**config.mk**
```make
export PLATFORM = sky130hd
export DESIGN_NAME = uart_rx
export DESIGN_NICKNAME = d
export VERILOG_FILES = /design/src/rtl/uart_pkg.sv /design/src/rtl/uart_rx_sampler.sv /design/src/rtl/uart_rx.sv
export SDC_FILE = /design/constraint.sdc
export NUM_CORES = 1
export LEC_CHECK = 0
export ABC_AREA = 0
export CAP_MARGIN = 20
export CORE_UTILIZATION = 45
export CTS_BUF_LIST = sky130_fd_sc_hd__clkbuf_2
export DETAILED_ROUTE_END_ITERATION = 12
export PLACE_DENSITY = 0.74
export RECOVER_POWER = 100
export SYNTH_ARGS = -nofsm -noshare
export SYNTH_HDL_FRONTEND = slang
export SYNTH_HIERARCHICAL = 1
export SYNTH_SLANG_ARGS = --single-unit
```
**constraint.sdc**
```tcl
create_clock -name CLK -period 3.5 [get_ports CLK]
set_input_delay 0.7 -clock CLK [delete_from_list [all_inputs] [get_ports CLK]]
set_output_delay 0.7 -clock CLK [all_outputs]
set_load 0.005 [all_outputs]
```
**src/rtl/uart_pkg.sv**
```systemverilog
// Shared UART definitions: frame state encoding, parity selectors and parity helper.
// Imported by both the UART receiver and transmitter.
package uart_pkg;

    typedef enum logic [2:0] {
        IDLE,
        START,
        DATA,
        PARITY,
        STOP
    } uart_state_e;

    localparam logic PAR_EVEN = 1'b0;
    localparam logic PAR_ODD  = 1'b1;

    // Expected parity bit; narrower payloads are zero-extended, which leaves the XOR unchanged.
    function automatic logic parity(input logic [31:0] data, input logic typ);
        return (^data) ^ typ;
    endfunction

endpackage

```
**src/rtl/uart_rx_sampler.sv**
```systemverilog
// Per-bit oversampling counter and 3-sample majority vote for the UART receiver.
// Emits bit_valid_o on the decision cycle and bit_end_o on the last cycle of each bit.
module uart_rx_sampler
    import uart_pkg::*;
#(
    parameter int unsigned OVERSAMPLE = 8
) (
    input  logic clk_i,
    input  logic rst_i,
    input  logic rx_i,
    input  logic start_i,
    input  logic active_i,
    input  logic clear_i,
    output logic bit_valid_o,
    output logic bit_end_o,
    output logic sampled_bit_o
);

    localparam int unsigned CW = $clog2(OVERSAMPLE);
    localparam logic [CW-1:0] SampleA = CW'(OVERSAMPLE / 2 - 1);
    localparam logic [CW-1:0] SampleB = CW'(OVERSAMPLE / 2);
    localparam logic [CW-1:0] Decide  = CW'(OVERSAMPLE / 2 + 1);
    localparam logic [CW-1:0] LastCnt = CW'(OVERSAMPLE - 1);

    logic [CW-1:0] edge_cnt_q, edge_cnt_d;
    logic [1:0]    samp_q, samp_d;

    always_comb begin
        edge_cnt_d = '0;
        samp_d     = samp_q;
        // The start-detect cycle itself counts as edge 0 of the start bit.
        if (start_i) begin
            edge_cnt_d = CW'(1);
        end else if (active_i && !clear_i) begin
            edge_cnt_d = (edge_cnt_q == LastCnt) ? '0 : edge_cnt_q + CW'(1);
        end
        if (active_i && edge_cnt_q == SampleA) samp_d[0] = rx_i;
        if (active_i && edge_cnt_q == SampleB) samp_d[1] = rx_i;
    end

    always_ff @(posedge clk_i or posedge rst_i) begin
        if (rst_i) begin
            edge_cnt_q <= '0;
            samp_q     <= 2'b11;
        end else begin
            edge_cnt_q <= edge_cnt_d;
            samp_q     <= samp_d;
        end
    end

    assign bit_valid_o   = active_i && (edge_cnt_q == Decide);
    assign bit_end_o     = active_i && (edge_cnt_q == LastCnt);
    assign sampled_bit_o = (samp_q[0] & samp_q[1]) | (samp_q[0] & rx_i) | (samp_q[1] & rx_i);

endmodule

```
**src/rtl/uart_rx.sv**
```systemverilog
// UART receiver: start, DATA_WIDTH bits LSB-first, optional parity, one stop bit.
// Define UART_RX_SYNC_EN to insert a 2-flop synchronizer on RX_IN (adds 2 cycles latency).
module uart_rx
    import uart_pkg::*;
#(
    parameter int unsigned OVERSAMPLE = 8,
    parameter int unsigned DATA_WIDTH = 8
) (
    input  logic                  CLK,
    input  logic                  RST,
    input  logic                  RX_IN,
    input  logic                  PAR_EN,
    input  logic                  PAR_TYP,
    output logic [DATA_WIDTH-1:0] P_DATA,
    output logic                  DATA_VALID,
    output logic                  PAR_ERR,
    output logic                  STP_ERR,
    output logic                  BUSY
);

    localparam int unsigned BCW = $clog2(DATA_WIDTH + 1);

    logic rx;

`ifdef UART_RX_SYNC_EN
    logic [1:0] sync_q, sync_d;

    assign sync_d = {sync_q[0], RX_IN};

    always_ff @(posedge CLK or posedge RST) begin
        if (RST) sync_q <= 2'b11;
        else     sync_q <= sync_d;
    end

    assign rx = sync_q[1];
`else
    assign rx = RX_IN;
`endif

    uart_state_e           state_q, state_d;
    logic [BCW-1:0]        bit_cnt_q, bit_cnt_d;
    logic [DATA_WIDTH-1:0] shift_q, shift_d;
    logic [DATA_WIDTH-1:0] data_q, data_d;
    logic                  par_bit_q, par_bit_d;
    logic                  par_en_q, par_en_d;
    logic                  par_typ_q, par_typ_d;
    logic                  prev_rx_q, prev_rx_d;
    logic                  valid_q, valid_d;
    logic                  perr_q, perr_d;
    logic                  serr_q, serr_d;
    logic                  start, par_bad;
    logic                  bit_valid, bit_end, sbit;

    uart_rx_sampler #(
        .OVERSAMPLE(OVERSAMPLE)
    ) u_sampler (
        .clk_i        (CLK),
        .rst_i        (RST),
        .rx_i         (rx),
        .start_i      (start),
        .active_i     (state_q != IDLE),
        .clear_i      (state_d == IDLE),
        .bit_valid_o  (bit_valid),
        .bit_end_o    (bit_end),
        .sampled_bit_o(sbit)
    );

    always_comb begin
        state_d   = state_q;
        bit_cnt_d = bit_cnt_q;
        shift_d   = shift_q;
        data_d    = data_q;
        par_bit_d = par_bit_q;
        par_en_d  = par_en_q;
        par_typ_d = par_typ_q;
        prev_rx_d = rx;
        valid_d   = 1'b0;
        perr_d    = 1'b0;
        serr_d    = 1'b0;
        start     = 1'b0;
        par_bad   = par_en_q && (par_bit_q != parity(32'(shift_q), par_typ_q));

        case (state_q)
            IDLE: begin
                if (prev_rx_q && !rx) begin
                    state_d   = START;
                    start     = 1'b1;
                    par_en_d  = PAR_EN;
                    par_typ_d = PAR_TYP;
                end
            end
            START: begin
                if (bit_valid && sbit) begin
                    state_d = IDLE;
                end else if (bit_end) begin
                    state_d   = DATA;
                    bit_cnt_d = '0;
                end
            end
            DATA: begin
                if (bit_valid) begin
                    shift_d   = {sbit, shift_q[DATA_WIDTH-1:1]};
                    bit_cnt_d = bit_cnt_q + BCW'(1);
                end
                // bit_cnt_d so the check holds even when decision and wrap coincide.
                if (bit_end && bit_cnt_d == BCW'(DATA_WIDTH)) begin
                    state_d = par_en_q ? PARITY : STOP;
                end
            end
            PARITY: begin
                if (bit_valid) par_bit_d = sbit;
                if (bit_end)   state_d   = STOP;
            end
            STOP: begin
                if (bit_valid) begin
                    state_d = IDLE;
                    if (sbit && !par_bad) begin
                        data_d  = shift_q;
                        valid_d = 1'b1;
                    end else begin
                        perr_d = par_bad;
                        serr_d = !sbit;
                    end
                end
            end
            default: state_d = IDLE;
        endcase
    end

    always_ff @(posedge CLK or posedge RST) begin
        if (RST) begin
            state_q   <= IDLE;
            bit_cnt_q <= '0;
            shift_q   <= '0;
            data_q    <= '0;
            par_bit_q <= 1'b0;
            par_en_q  <= 1'b0;
            par_typ_q <= PAR_EVEN;
            prev_rx_q <= 1'b1;
            valid_q   <= 1'b0;
            perr_q    <= 1'b0;
            serr_q    <= 1'b0;
        end else begin
            state_q   <= state_d;
            bit_cnt_q <= bit_cnt_d;
            shift_q   <= shift_d;
            data_q    <= data_d;
            par_bit_q <= par_bit_d;
            par_en_q  <= par_en_d;
            par_typ_q <= par_typ_d;
            prev_rx_q <= prev_rx_d;
            valid_q   <= valid_d;
            perr_q    <= perr_d;
            serr_q    <= serr_d;
        end
    end

    assign P_DATA     = data_q;
    assign DATA_VALID = valid_q;
    assign PAR_ERR    = perr_q;
    assign STP_ERR    = serr_q;
    assign BUSY       = (state_q != IDLE);

endmodule

```
==> implementation parameters, run 1 <==
Parameter                              Value

Run status
  Outcome    complete, but fails checks
  Violations in the final reports    max-capacitance violations, max-slew violations

Critical path
  Data arrival at the endpoint of the critical path    3200 ps
  CP Data Required Time    3780 ps
  Biggest cell delay along the critical path    970 ps
  Cell-by-cell listing of the critical path    or3_1 -> and3_1 -> nand2_1 -> nor3_1 -> mux2_2
  Startpoint class of the critical path    flop
  Critical-path top delay cell    nor3_1
  RR Endpoint    shift_q[0]
  Biggest fanout along the worst timing path    14
  Worst setup slack for register-to-register paths    580 ps
  Critical path endpoint category    flop
  Worst Path Buf+Inv    0
  Cell family contributing the most delay on the critical path    simple AND/OR/NAND/NOR gates
  Worst R2R Start    state_q[2]
  Critical path start-end classification    reg2reg
  FF-to-FF path depth    5

Global routing
  Maximum number of pins on one net before global-route repair    31
  Antenna violations before repair    0
  GRT Total Usage    16.2%
  Global-route wire length before repair    5000 um
  Via count of the first global-routing pass    1145
  Remaining global-route overflow    0

Yosys
  Mapped Nets    157
  Number of flops mapped to enable cells by yosys    0
  Sequential fraction of the synthesis area    51.0%
  Count of synthesis-stage warnings from yosys    6
  Unique cell type count in the Yosys netlist    43
  Average instance area after synthesis    11.8 sq um
  Synth Flop Type    dfrtp_1
  Cell area after synthesis    0.00172 sq mm
  Number of standard cells after synthesis    146
  Fraction of synthesis flops using an asynchronous set or reset pin    100%
  Number of synthesized register bits    35

STA
  Post-route clock skew    13.8 ps
  Min cycle time layout    2920 ps
  Worst Hold Slack    524 ps
  Final count of hold timing violations    0
  RSZ-0062 raised after global routing    no
  Total negative slack for setup checks    0 ps
  Setup violation total in the final timing report    0
  Relative slew slack    -4.87%
  Maximum operating frequency    343 MHz
  Final max-slew violation count    31
  Measured slew at the worst slew-check pin    1570 ps
  Final critical-path share of the clock period    83.4%

Floorplan
  Placeable core area    0.00366 sq mm
  Die outline area    0.00408 sq mm
  Die Span X    63.9 um
  Chip Height    63.9 um
  Number of top-level design ports    17
  Number of cell rows    22
  Initial standard-cell utilization of the core    47.1%

Clock tree
  TritonCTS Buffers    5
  Source-to-sink clock delay at the later pin of the worst-skew pair    380 ps
  Clock net sink count    35
  Clk slew on worst S/H paths    180 ps
  H-Tree Level Count    2
  Postcts setup bufs    0
  Number of buffers on the longest clock path    2
  TritonCTS clock tree    yes
  Number of resized instances in the post-cts repair step    0
  Hold-fix buffer count after cts    0
  Clock tree root buffer cell    clkbuf_2

Routing
  Via count    1145
  Detail-routed via count per cell    5.33
  Routed wirelength normalized by instance count    13.5 um
  Number of design-rule violations left by the first detailed-router iteration    40
  Antenna-violating nets left    0
  Final Routed Wirelength    2900 um
  DRC violation count after routing    0
  Detailed-router iteration count before antenna repair    6

Placement
  DPL Wire Length    2060 um
  Quantity of I/O buffers inserted on ports    16
  Placed cell count    207
  Final estimated routing congestion in global placement    0.838

Pwr
  Total power density per cell area    552 mW/mm^2
  Pleak    0.000941 uW
  Worst supply voltage drop on vdd    0.305 mV

Finish
  Most used cells in the layout excluding fill and tap cells    dfrtp_1, mux2_2, dlygate4sd3_1
  Layout area overhead    14.9%
  Most common cell after layout, fill and taps aside    dfrtp_1
  Count of non-filler cells in the finished layout    215
  Number of antenna repair diodes    0
  Share of layout cells above drive strength 1    20.4%
  Nets@finish    177

Worst hold path
  Origin of the worst min-delay path    P_DATA[6]
  Hold Path Cell Cnt    1
  Worst hold path endpoint    P_DATA[6]
  Class of the tightest hold or removal check    reg2reg

Flow run
  Count of max-cap constraint violations    1
cells by family after synthesis:
kind of cell               share of synthesized area, %
xor gates and xnor gates                           5.88
buffers and inverters                              3.12
adders and majority gates                          4.93
and+or+nand+nor                                    13.9
AOI/OAI and AO/OA                                  7.62
DFF                                                51.0
muxes                                              13.5
sequential cells by signal (all words and copies together), names as in the netlist:
signal	count
par_typ_q	1
P_DATA	8
par_bit_q	1
DATA_VALID	1
STP_ERR	1
u_sampler/edge_cnt_q	3
u_sampler/samp_q	2
prev_rx_q	1
state_q	3
PAR_ERR	1
shift_q	8
bit_cnt_q	4
par_en_q	1
power breakdown:
group | internal, uW | switching (uW) | leakage (uW)
registers | 475 | 75.6 | 0.000452
clock network | 118 | 135 | 0.0000404
logic | 145 | 146 | 0.000448
total | 737 | 357 | 0.000941
how the worst max path moves through the flow:
stage | to | slack (ps) | depth (start not counted) | startpoint
floorplan | state_q[2] | 920 | 8 | state_q[1]
global placement | u_sampler/edge_cnt_q[0] | 740 | 8 | RX_IN
detailed placement | u_sampler/edge_cnt_q[0] | 700 | 8 | RX_IN
CTS | state_q[2] | 750 | 6 | state_q[2]
global route | shift_q[3] | 410 | 5 | state_q[2]
finish | shift_q[0] | 580 | 5 | state_q[2]
metrics by stage:
step | setup slack, ps | total power, uW | utilization, % | cell area (sq um)
floorplan | 917 | 786 | - | 1720
global route | 406 | 1170 | 54.1 | 1980
detailed placement | 697 | 859 | 52.9 | 1940
finish | 580 | 1090 | 54.1 | 1980
global placement | 741 | 850 | 52.9 | 1940
CTS | 751 | 1110 | 54.6 | 2000
area by class of cell:
class                      instances  area, sq um
tap                               48         60.1
sequential                        35          880
multi-input combinational         97          776
fill                             309         1680
clock inverter                     3         38.8
timing repair buffer              17          164
clock buffer                       5         25.0
inverter                          10         37.5
per-layer routing:
metal  share of wire, %  track usage (%)
met1                 45             19.3
met3                5.4             3.75
met2                 48             27.1
met4                1.7             8.81
met5                  0                0
Yosys cell counts (all sizes together) (3+ instances only):
cell	instances	area, sq um
mux2	20	233
xor2	3	26.3
clkbuf	3	11.3
ha	6	75.1
inv	10	37.5
a21oi	4	20.0
o21ai	4	20.0
nand2	13	48.8
nor3	3	20.0
dfrtp	32	801
xnor2	6	52.6
dfstp	3	78.8
nor2	7	26.3
worst reg2reg max path, stage by stage (launching register included):
cell     delay (ps)
dfrtp_1         590
or3_1           310
and3_1          390
nand2_1         140
nor3_1          970
mux2_2          430
Note: power is estimated with default switching activity, not from simulation.
==> run 2, diff against run 1 <==
PLACE_DENSITY = 0.77   (was 0.74)
clock period = 2.5 ns   (was 3.5 ns; I/O delays follow)
==> implementation parameters, run 2 (same netlist as run 1, synthesis figures left out) <==
Parameter                              Value

Clock tree
  Hold-fix buffer count after cts    0
  TritonCTS Buffers    5
  Number of buffers on the longest clock path    2
  Source-to-sink clock delay at the later pin of the worst-skew pair    370 ps
  H-Tree Level Count    2
  Clk slew on worst S/H paths    150 ps
  Number of resized instances in the post-cts repair step    0
  Postcts setup bufs    0
  TritonCTS clock tree    yes
  Clock tree root buffer cell    clkbuf_2
  Clock net sink count    35

Pwr
  Clock network fraction of total power    16.9%
  Total power density per cell area    735 mW/mm^2
  Part of the total power dissipated in combinational logic    33.0%
  Worst supply voltage drop on vdd    0.484 mV
  Internal power consumption    999 uW
  Sequential cell fraction of total power    50.1%
  Pleak    0.000979 uW
  Switching part of the total    33.1%
  Net Switching    494 uW

Routing
  DRC violation count after routing    0
  Final Routed Wirelength    3010 um
  Antenna-violating nets left    0
  Detail-routed via count per cell    5.20
  Routed wirelength normalized by instance count    13.4 um
  Number of design-rule violations left by the first detailed-router iteration    17
  Via count    1164
  Detailed-router iteration count before antenna repair    4

STA
  Final setup slack of the worst path    110 ps
  Relative slew slack    -2.59%
  Final count of hold timing violations    0
  RSZ-0062 raised after global routing    no
  Setup violation total in the final timing report    0
  Measured slew at the worst slew-check pin    1540 ps
  Post-route clock skew    9.82 ps
  Final max-slew violation count    31
  Total negative slack for setup checks    0 ps
  Maximum operating frequency    418 MHz
  Min cycle time layout    2390 ps
  Final critical-path share of the clock period    95.6%

Worst hold path
  Class of the tightest hold or removal check    in2async

Critical path
  Critical path endpoint category    output port
  FF-to-FF path depth    7
  Capturing instance or port of the critical path    BUSY
  Critical path start-end classification    reg2out
  CP Data Required Time    2000 ps
  Biggest fanout along the worst timing path    8
  Beginning of the critical path    state_q[2]
  Worst R2R Start    state_q[2]
  Data arrival at the endpoint of the critical path    1890 ps
  Worst setup slack for register-to-register paths    150 ps
  RR Endpoint    state_q[2]
  Startpoint class of the critical path    flop

Global routing
  Remaining global-route overflow    0
  Global-route wire length before repair    5570 um
  Maximum number of pins on one net before global-route repair    31
  Antenna violations before repair    0
  GRT Total Usage    18.1%
  Via count of the first global-routing pass    1257

Placement
  Final estimated routing congestion in global placement    0.823
  Quantity of I/O buffers inserted on ports    16
  Pre-CTS worst setup slack    109 ps
  DPL Wire Length    2250 um

Run status
  Outcome    complete, but fails checks
  Violations in the final reports    max-capacitance violations, max-slew violations

Finish
  Share of layout cells above drive strength 1    25.6%
  Most common cell after layout, fill and taps aside    dfrtp_1
  Layout area overhead    17.8%
  Nets@finish    186
  Number of antenna repair diodes    0
  Most used cells in the layout excluding fill and tap cells    dfrtp_1, mux2_2, nand2_1, dlygate4sd3_1, inv_1

Floorplan
  Die Span X    63.9 um
  Die outline area    0.00408 sq mm
  Number of top-level design ports    17
  Chip Height    63.9 um
  Number of cell rows    22
  Placeable core area    0.00366 sq mm
  Initial standard-cell utilization of the core    47.1%

Flow run
  Count of max-cap constraint violations    1
[run 2: changes by cell type in the layout (fill, tap and decap cells not counted), sizes merged]
cell / before / now
buf: 0 / 7
bufinv: 1 / 0
dlygate4sd3: 14 / 13
clkinv: 2 / 1
clkdlybuf4s50: 2 / 3
clkbuf: 6 / 10
[run 2: metrics by stage]
step / hold WS, ps / total power (uW) / instances / cell area (sq um) / util [%]
2_1_floorplan: 277 / 1110 / 146 / 1730 / -
3_3_place_gp: 492 / 1250 / 216 / 2010 / 54.9
3_5_place_dp: 498 / 1260 / 216 / 2010 / 54.9
4_1_cts: 329 / 1520 / 224 / 2050 / 55.9
5_1_grt: 464 / 1600 / 224 / 2030 / 55.5
6_report: 483 / 1490 / 224 / 2030 / 55.5
[run 2: worst min path at each step]
stage	end	slack (ps)
detailed placement	par_typ_q	500
floorplan	u_sampler/edge_cnt_q[0]	280
global placement	P_DATA[6]	490
CTS	u_sampler/edge_cnt_q[2]	330
global route	u_sampler/edge_cnt_q[0]	460
finish	u_sampler/edge_cnt_q[1]	480
[run 2: per-layer routing]
metal  track usage (%)  up-vias  wire, um
li1                  -      565         -
met1              21.7      576      1360
met2              30.1       17      1510
met3              5.54        6        92
met4              7.67        0        52
met5                 0        -         0
[run 2: area by class of cell]
class | instances | area (sq um)
fill | 317 | 1630
inverter | 10 | 37.5
sequential | 35 | 880
clock buffer | 7 | 35.0
timing repair buffer | 26 | 224
clock inverter | 1 | 5.00
tap | 48 | 60.1
multi-input combinational | 97 | 790
[run 2: critical path, cell delays in order (launching register included)]
cell and delay [ps]:
dfrtp_1 410, or3_4 380, buf_4 160, dlygate4sd3_1 570
[run 2: power by group through the flow]
stage          combinational, uW  clock, uW  sequential [uW]
2_1_floorplan                375          0              735
3_5_place_dp                 505          0              759
6_report                     493        252              748
3_3_place_gp                 497          0              751
5_1_grt                      557        287              760
4_1_cts                      510        264              747
